File: src/rtl/mult_sequencer.sv
// Unsigned 32x32->64 shift-and-add multiplier that borrows the execute-stage ALU
// for one addition per cycle and writes the product to HI/LO.
module mult_sequencer #(
   parameter logic [2:0] ALU_ADD = 3'b101,
   parameter int         ITER    = 32
) (
   input  logic        clk,
   input  logic        reset,
   input  logic        start,
   input  logic [31:0] multiplicand,
   input  logic [31:0] multiplier,
   output logic        busy,
   output logic        done,
   output logic [31:0] hi,
   output logic [31:0] lo,
   output logic [31:0] alu_src1,
   output logic [31:0] alu_src2,
   output logic [2:0]  alu_ctr,
   input  logic [31:0] alu_result
);

   typedef enum logic [1:0] {
      S_IDLE = 2'd0,
      S_RUN  = 2'd1,
      S_DONE = 2'd2
   } state_t;

   localparam logic [4:0] LAST_COUNT = 5'(ITER - 1);

   state_t      state_q, state_d;
   logic [31:0] mcand_q, mcand_d;
   logic [31:0] p_hi_q, p_hi_d;
   logic [31:0] p_lo_q, p_lo_d;
   logic [4:0]  count_q, count_d;
   logic [31:0] hi_q, hi_d;
   logic [31:0] lo_q, lo_d;
   logic        carry;

   always_ff @(posedge clk or posedge reset) begin
      if (reset) begin
         state_q <= S_IDLE;
         mcand_q <= '0;
         p_hi_q  <= '0;
         p_lo_q  <= '0;
         count_q <= '0;
         hi_q    <= '0;
         lo_q    <= '0;
      end else begin
         state_q <= state_d;
         mcand_q <= mcand_d;
         p_hi_q  <= p_hi_d;
         p_lo_q  <= p_lo_d;
         count_q <= count_d;
         hi_q    <= hi_d;
         lo_q    <= lo_d;
      end
   end

   always_comb begin
      state_d  = state_q;
      mcand_d  = mcand_q;
      p_hi_d   = p_hi_q;
      p_lo_d   = p_lo_q;
      count_d  = count_q;
      hi_d     = hi_q;
      lo_d     = lo_q;
      alu_src1 = '0;
      alu_src2 = '0;
      alu_ctr  = '0;
      carry    = 1'b0;

      case (state_q)
         S_IDLE: begin
            if (start) begin
               state_d = S_RUN;
               mcand_d = multiplicand;
               p_hi_d  = '0;
               p_lo_d  = multiplier;
               count_d = '0;
            end
         end
         S_RUN: begin
            alu_ctr  = ALU_ADD;
            alu_src1 = p_hi_q;
            alu_src2 = p_lo_q[0] ? mcand_q : 32'd0;
            // The ALU has no carry-out, so recover bit 32 of the sum from the MSBs.
            carry    = (alu_src1[31] & alu_src2[31]) |
                       ((alu_src1[31] | alu_src2[31]) & ~alu_result[31]);
            p_hi_d   = {carry, alu_result[31:1]};
            p_lo_d   = {alu_result[0], p_lo_q[31:1]};
            count_d  = count_q + 5'd1;
            if (count_q == LAST_COUNT) begin
               state_d = S_DONE;
               hi_d    = p_hi_d;
               lo_d    = p_lo_d;
            end
         end
         S_DONE: begin
            state_d = S_IDLE;
         end
         default: begin
            state_d = S_IDLE;
         end
      endcase
   end

   assign busy = (state_q == S_RUN);
   assign done = (state_q == S_DONE);
   assign hi   = hi_q;
   assign lo   = lo_q;

endmodule
File: config.mk
export PLATFORM = sky130hd
export DESIGN_NAME = mult_sequencer
export DESIGN_NICKNAME = d
export VERILOG_FILES = /design/src/rtl/mult_sequencer.sv
export SDC_FILE = /design/constraint.sdc
export NUM_CORES = 1
export LEC_CHECK = 0
export BUFFER_PORTS_ARGS = -buffer_cell sky130_fd_sc_hd__buf_2
export CAP_MARGIN = 20
export CORE_MARGIN = 1.5
export CORE_UTILIZATION = 48
export CTS_BUF_LIST = sky130_fd_sc_hd__clkbuf_8
export CTS_CLUSTER_SIZE = 12
export DETAILED_ROUTE_END_ITERATION = 7
export PLACE_DENSITY = 0.79
export SLEW_MARGIN = 25
export SYNTH_ARGS = -nofsm -noshare
export SYNTH_HDL_FRONTEND = slang
export SYNTH_SLANG_ARGS = --single-unit
export TNS_END_PERCENT = 20
File: constraint.sdc
create_clock -name clk -period 5.2 [get_ports clk]
set_input_delay 0.78 -clock clk [delete_from_list [all_inputs] [get_ports clk]]
set_output_delay 0.78 -clock clk [all_outputs]
set_load 0.03 [all_outputs]
# --- Word level (Yosys, flattened, before mapping) ---
# Index checks and enable logic that the tools add are counted.
word_totals:
  out_inout_bits: 133
  input_bits: 99
  wordCells: 37
  reg_bits: 167
op_classes:
  n_addsub: 1
  n_eq_ne: 5
  n_reduce_logical: 6
  n_bitwise: 5
  mux: 13
op_table:
  columns: ["op", "n"]
  rows:
  - ["32-bit two-way mux", 5]
  - ["32-bit case mux with 2 select lines", 2]
  - ["5-bit case mux with 2 select lines", 1]
  - ["2-bit AND reduction", 4]
  - ["5-bit by 1-bit adder with 5-bit output, second input constant", 1]
  - ["5-bit equality test, second input constant", 1]
  - ["5-bit two-way mux", 1]
  - ["2-bit two-way mux", 2]
  - ["2-bit case mux with 2 select lines", 1]
  - ["3-bit two-way mux", 1]
  - ["1-bit AND", 2]
  - ["2-bit by 1-bit equality test with 1-bit output, second input constant", 1]
  - ["2-bit equality test, second input constant", 1]
  - ["2-bit logical NOT", 1]
  - ["2-bit by 1-bit inequality test with 1-bit output, second input constant", 1]
  - ["2-bit inequality test, second input constant", 1]
  - ["1-bit OR", 2]
  - ["2-bit nonzero test", 1]
  - ["1-bit inverter", 1]

# --- Logic depth before layout (Yosys ltp) ---
# Gate-level depths: netlist of run 1.
logic_depth:
  ltp_word: 5
  ltp_mapped: 8

# --- Worst setup path after synthesis of run 1 ---
# OpenSTA, ideal clock, no wires.
synth_timing:
  path_kind: "flip-flop to output port"
  start: "register state_q[0]"
  end: "output port alu_src1[22]"
  setup_slack_ps: 2896
  path_buffers: 2
  t_arrival_ps: 1524
  stages_incl_launch_ff: 6
  path_cell_list: "dfrtp_1 buf_4 nand2b_2 inv_1 clkbuf_1 and2_1"
synth_between:
  elab_chain_len: 2
synth_lines:
  columns: ["item", "line", "text"]
  rows:
  - ["start: declaration", "30", "state_t state_q, state_d;"]
  - ["start signal: assignment", "49", "state_q <= state_d;"]
  - ["2-bit by 1-bit equality test with 1-bit output", null, null]
  - ["net busy", "12", "output logic busy,"]
  - ["32-bit two-way mux", "72", "case (state_q)"]
  - ["end: declaration", "16", "output logic [31:0] alu_src1,"]
# The timed path passes the listed nets, and every way through them passes these cells.

# --- Worst setup path in the final report of run 1 ---
layout_timing:
  start: "register state_q[1]"
  end: "output port alu_src1[22]"
layout_between:
  elab_chain_len: 2
layout_lines:
  columns: ["item", "line"]
  rows:
  - ["2-bit by 1-bit equality test with 1-bit output", "72"]
  - ["32-bit two-way mux", "72"]
# Every way passes these cells.

==> summary.txt, run 1 <==
Detailed routing
  • Pre-antenna DRT Iters: 5
  • Vias per cell: 5.434
  • Routed length per instance: 16.96 um
  • DRC viols: 0
  • DR vias: 5282
  • DRT iter0 DRCs: 406
  • Antenna-violating nets left: 0
  • Drt total wl: 16.48 mm

STA
  • Slew Viols, Final: 0
  • Final Skew: 0.007686 ns
  • Post-route setup TNS: 0 ns
  • Final WS setup: 1.691 ns
  • Worst-margin pin slew: 0.9603 ns
  • Setup repair after global routing missed its margin: no
  • Final hold viol count: 0
  • Post-layout min period: 3.509 ns
  • Post-route clock period utilization: 67.49%
  • Fmax: 0.2849 GHz
  • Slew HR: 35.98%
  • Endpoints failing setup: 0

Synth
  • Top-area cell type share of the netlist area: 57.95%
  • Post-Syn Instances: 565
  • Top-count cell post-synth: dfrtp_1
  • Synth top cells by count: dfrtp_1 (167), mux2_2 (70), a21oi_1 (33), a22o_1 (33), o21ai_0 (33)
  • #FFs+latches synth: 167
  • Avg Cell Area, Syn: 12.76 um2
  • Post-synth EDFFs: 0
  • Cell Area, Synth: 7212 um2
  • Top cells by area, synth: dfrtp_1 (58%), mux2_2 (11%), a22o_1 (4.0%)
  • Distinct cells, synth: 32
  • Leading area contributor after synthesis: dfrtp_1
  • Warnings, synthesis: 0
  • Synth Net Count: 666
  • Fraction of registers with async set/reset: 100.0%
  • Seq/Total Area, Yosys: 57.95%
  • Most used DFF post-synth: dfrtp_1

Clocking
  • Hold buffer count at cts: 0
  • Clock sink count: 167
  • Post-CTS Resized: 0
  • Latest clock arrival within the worst-skew pair: 0.44 ns
  • Reg clk slew, reported paths: 0.08 ns
  • Inserted Clock Buffers: 17
  • H-tree levels: 4
  • Clock buffer depth: 2
  • CTS tree: done
  • Clock Tree Root: clkbuf_8
  • # Post-CTS Setup Buffers: 0

Critical path
  • CP Cell Sequence: buf_4 > nand2b_2 > clkinv_2 > buf_4 > and2_1 > buf_2
  • Slowest stage cell, crit path: clkinv_2
  • Critical path arrival: 2.73 ns
  • WP data required: 4.42 ns
  • Most Frequent Cell on Critical Path: buf_4
  • Worst setup EP type: output pin
  • Crit Path Category: reg -> out
  • CP max stage delay: 0.48 ns
  • CP Launch Type: flip-flop
  • Buffers and inverters on the worst path: 4
  • Critical Path Fanout Max: 46
  • Worst path top cell family by delay: buffers and inverters

Floorplanning
  • Initial Utilization: 49.43%
  • Die area: 15770 um2
  • Die width: 125.6 um
  • Die H: 125.6 um
  • Core box area: 14590 um2
  • FP Rows: 44
  • I/O pins: 232

Flow run
  • Max-cap violation count: 0

Pwr
  • Power per Cell Area: 617.0 nW/um2
  • Worst vdd ir: 0.0003629 V
  • Leak: 4.231 nW

Global route
  • Vias in the first global route: 5286
  • Antenna violations before repair: 0
  • Remaining global-route overflow: 0
  • Largest net degree at the start of global routing: 168
  • First-pass GRT wire length: 27.00 mm
  • Gr usage total: 21.27%

Layout
  • Share of layout cells above drive strength 1: 43.65%
  • Ant. Diodes: 0
  • Final core utilization: 59.97%
  • Final nets: 876
  • Finished Cell Area: 8750 um2
  • Area Growth Syn to Fin: 21.32%
  • Filler cell count: 1166

Placement
  • Dpl ws: 2.146 ns
  • Post-DP Area: 8379 um2
  • Routability congestion estimate: 0.7889
  • Detailed placement HPWL: 10.86 mm
  • Port bufs: 230

Status
  • Status: finished, final reports clean

Min path
  • Min-Delay Path Class: reg -> reg
## layout by cell type, fill, tap and decap left out, types with 2 or more instances in the layout
cell type,instances
a21oi_1,33
a22o_1,33
a22oi_1,32
and2_1,31
and2b_1,2
and3_1,32
buf_2,230
buf_4,8
clkbuf_8,21
clkinv_2,5
clkinvlp_4,2
dfrtp_1,167
ha_1,2
inv_1,7
mux2_1,25
mux2_2,70
mux2i_1,2
nand2_1,5
nor2_1,2
nor2b_1,31
o21ai_0,33
o21ai_1,2
## final cells by class
class	count	area [um2]	share of cell area [%]
clock inverters	11	81.33	0.9295
flip-flops and latches	167	4179	47.76
inverters	5	23.77	0.2717
multi-input cells	345	2715	31.03
well taps	184	230.2	2.631
repair buffers	239	1231	14.07
clock buffers	21	289.0	3.303
## routing by layer
layer / up-vias / global-route usage (%) / wire length, um
met4: 0 / 7.286 / 251
met3: 19 / 5.905 / 1176
met2: 198 / 32.90 / 7931
met5: - / 0 / 0
li1: 2426 / - / -
met1: 2639 / 29.06 / 7123
## stage by stage
step | power, mW | instances | hold slack (ns)
2_1_floorplan | 3.899 | 565 | 0.4385
3_3_place_gp | 4.472 | 940 | 0.4542
3_5_place_dp | 4.570 | 940 | 0.4749
4_1_cts | 5.453 | 972 | 0.4852
5_1_grt | 5.730 | 972 | 0.4945
6_report | 5.399 | 972 | 0.4832
## report_power, final
| group | internal [mW] | switching, mW |
|---|---|---|
| combinational | 0.896 | 1.51 |
| sequential | 1.79 | 0.336 |
| clock | 0.421 | 0.443 |
| total | 3.11 | 2.29 |
## registers in the layout, indices dropped and copies added, names as in the netlist
signal   cells
count_q      5
lo          32
p_hi_q      32
p_lo_q      32
state_q      2
hi          32
mcand_q     32
## final timing paths
check	from	endpoint	slack, ns	cells after the start
worst max register to register	count_q[0]	hi[21]	2.71	5
max in group asynchronous	reset	mcand_q[8]	3.96	3
worst max-delay path	state_q[1]	alu_src1[22]	1.69	6
worst min register to register	count_q[3]	count_q[3]	0.48	1
min in group asynchronous	reset	hi[8]	0.58	3
worst min-delay path	count_q[3]	count_q[3]	0.48	1
## cells by family (layout without fill, tap and decap cells)
kind of cell,count (synthesis),after routing,share of synthesized area (%)
fa+ha+maj,3,3,0.4857
flops,167,167,57.95
simple gates,109,109,9.646
other cells,1,1,0.05200
buf+inv,53,276,4.441
compound gates,135,135,12.32
mux,97,97,15.11
(Power assumes the default switching activity.)
==> run 2, diff against run 1 <==
- clock period: 5.2 -> 2.85 ns (I/O delays scaled with it)
==> summary.txt, run 2 (same netlist as run 1, synthesis figures left out) <==
Global route
  • Largest net degree at the start of global routing: 89 (-47%)
  • Remaining global-route overflow: 0 (unchanged)
  • Antenna violations before repair: 0 (unchanged)
  • First-pass GRT wire length: 28.00 mm (+3.7%)
  • Vias in the first global route: 5523 (+4.5%)
  • Gr usage total: 22.07% (+0.79 points)

Critical path
  • CP Launch Type: flip-flop
  • WP data required: 2.42 ns (-2.00 ns)
  • Worst setup EP type: output pin
  • Critical Path Fanout Max: 77 (+67%)
  • Critical path arrival: 1.99 ns (-0.74 ns)
  • Crit Path Category: reg -> out

Layout
  • Most common cell after layout, fill and taps aside: buf_2
  • Final core utilization: 60.63% (+0.65 points)
  • Area Growth Syn to Fin: 22.64%
  • Final nets: 880 (+0.46%)
  • Finished Cell Area: 8845 um2 (+1.1%)
  • Ant. Diodes: 0 (unchanged)
  • Commonest non-fill, non-tap cells in the layout: buf_2 (230), dfrtp_1 (167), mux2_2 (70)
  • Share of layout cells above drive strength 1: 43.80% (+0.14 points)

Detailed routing
  • Antenna-violating nets left: 0 (unchanged)
  • Pre-antenna DRT Iters: 5 (unchanged)
  • DRT iter0 DRCs: 355 (-13%)
  • Routed length per instance: 17.57 um (+3.6%)
  • DR vias: 5341 (+1.1%)
  • DRC viols: 0 (unchanged)
  • Drt total wl: 17.11 mm (+3.8%)
  • Vias per cell: 5.484 (+0.91%)

Pwr
  • Leak: 4.264 nW (+0.78%)
  • Logic pwr share: 44.5% (about the same)
  • Internal power: 5.829 mW (+87%)
  • Register share of total power: 38.6% (-0.9 points)
  • Power per Cell Area: 1137 nW/um2 (+84%)
  • Worst vdd ir: 0.0006667 V (+84%)
  • Pwr Total: 10.06 mW (+86%)
  • Clock power frac: 16.9% (+0.9 points)
  • Sw power: 4.227 mW (+85%)
  • Sw frac: 42.03% (-0.33 points)

Clocking
  • Clock buffer depth: 2 (unchanged)
  • Hold buffer count at cts: 0 (unchanged)
  • # Post-CTS Setup Buffers: 0 (unchanged)
  • Clock sink count: 167 (unchanged)
  • Post-CTS Resized: 0 (unchanged)
  • Reg clk slew, reported paths: 0.09 ns (about the same)
  • Latest clock arrival within the worst-skew pair: 0.44 ns (about the same)
  • Clock Tree Root: clkbuf_8
  • CTS tree: done
  • H-tree levels: 4 (unchanged)
  • Inserted Clock Buffers: 17 (unchanged)

STA
  • Post-layout min period: 2.419 ns
  • Fmax: 0.4134 GHz
  • Final hold viol count: 0 (unchanged)
  • Endpoints failing setup: 0 (unchanged)
  • Slew Viols, Final: 0 (unchanged)
  • Slew HR: 39.96% (+4.0 points)
  • Min Hold Slack: 0.1100 ns (-0.3732 ns)
  • Post-route setup TNS: 0 ns (unchanged)
  • Final Skew: 0.01339 ns (+0.005708 ns)
  • Setup repair after global routing missed its margin: no
  • Worst-margin pin slew: 0.9006 ns (-0.05971 ns)
  • Post-route clock period utilization: 84.88%

Floorplanning
  • I/O pins: 232 (unchanged)
  • Die width: 125.6 um (unchanged)
  • Die area: 15770 um2 (unchanged)
  • Core box area: 14590 um2 (unchanged)
  • Initial Utilization: 49.43% (unchanged)
  • Die H: 125.6 um (unchanged)
  • FP Rows: 44 (unchanged)

Status
  • Status: finished, final reports clean

Flow run
  • Max-cap violation count: 0 (unchanged)

Placement
  • Post-DP Area: 8447 um2 (+0.81%)
  • Port bufs: 230 (unchanged)
  • Routability congestion estimate: 0.8103 (+2.7%)
  • Detailed placement HPWL: 11.42 mm (+5.2%)

Min path
  • Min-Delay Path Class: in -> async
-- run 2: changes by cell type in the layout (fill, tap and decap cells not counted) --
| cell | delta |
|---|---|
| clkinv_4 | +1 |
| buf_12 | +3 |
| inv_6 | -1 |
| clkinv_2 | -4 |
| clkinvlp_4 | +2 |
| buf_4 | +1 |
| clkbuf_8 | -2 |
| bufinv_16 | +2 |
-- run 2: path summary, 6_finish.rpt --
kind,slack (ns),endpoint,cells after the start,from
hold / removal,0.11,hi[11],2,reset
hold reg to reg,0.48,hi[31],2,hi[31]
max in group asynchronous,1.85,mcand_q[24],3,reset
min in group clk,0.21,mcand_q[0],2,multiplicand[0]
setup reg to reg,0.73,hi[3],6,count_q[0]
setup / recovery,0.43,alu_src2[23],5,state_q[1]
-- run 2: area by class of cell --
type | count | area (um2)
clock buffer | 19 | 261.5
clock inverter | 11 | 136.4
sequential | 167 | 4179
timing repair buffer | 243 | 1299
inverter | 5 | 23.77
fill | 1152 | 5744
tap | 184 | 230.2
multi-input combinational | 345 | 2715
-- run 2: metal layers --
layer	wire length (um)	part of all wire (%)	track usage (%)	vias to the layer above
li1	-	-	-	2436
met5	0	0	0	-
met4	273	1.6	8.289	0
met1	7255	42	29.12	2662
met2	8476	50	35.93	221
met3	1109	6.5	4.750	22
-- run 2: power by group through the flow --
stage / clock (mW) / combinational (mW) / sequential [mW]
CTS: 1.75 / 4.51 / 3.87
global route: 1.83 / 4.80 / 4.01
detailed placement: 0 / 4.49 / 3.91
global placement: 0 / 4.37 / 3.84
finish: 1.70 / 4.47 / 3.89
floorplan: 0 / 2.89 / 4.22
-- run 2: critical path: stages (launching register included) --
cell	delay (ns)
dfrtp_1	0.37
nand2b_2	0.23
clkinv_2	0.22
buf_12	0.30
and3_1	0.23
buf_2	0.21
-- run 2: stage by stage --
stage | cells | setup WS (ns)
floorplan | 565 | 0.2957
global placement | 944 | 0.8290
detailed placement | 944 | 0.7150
CTS | 974 | 0.3761
global route | 974 | 0.2795
finish | 974 | 0.4308
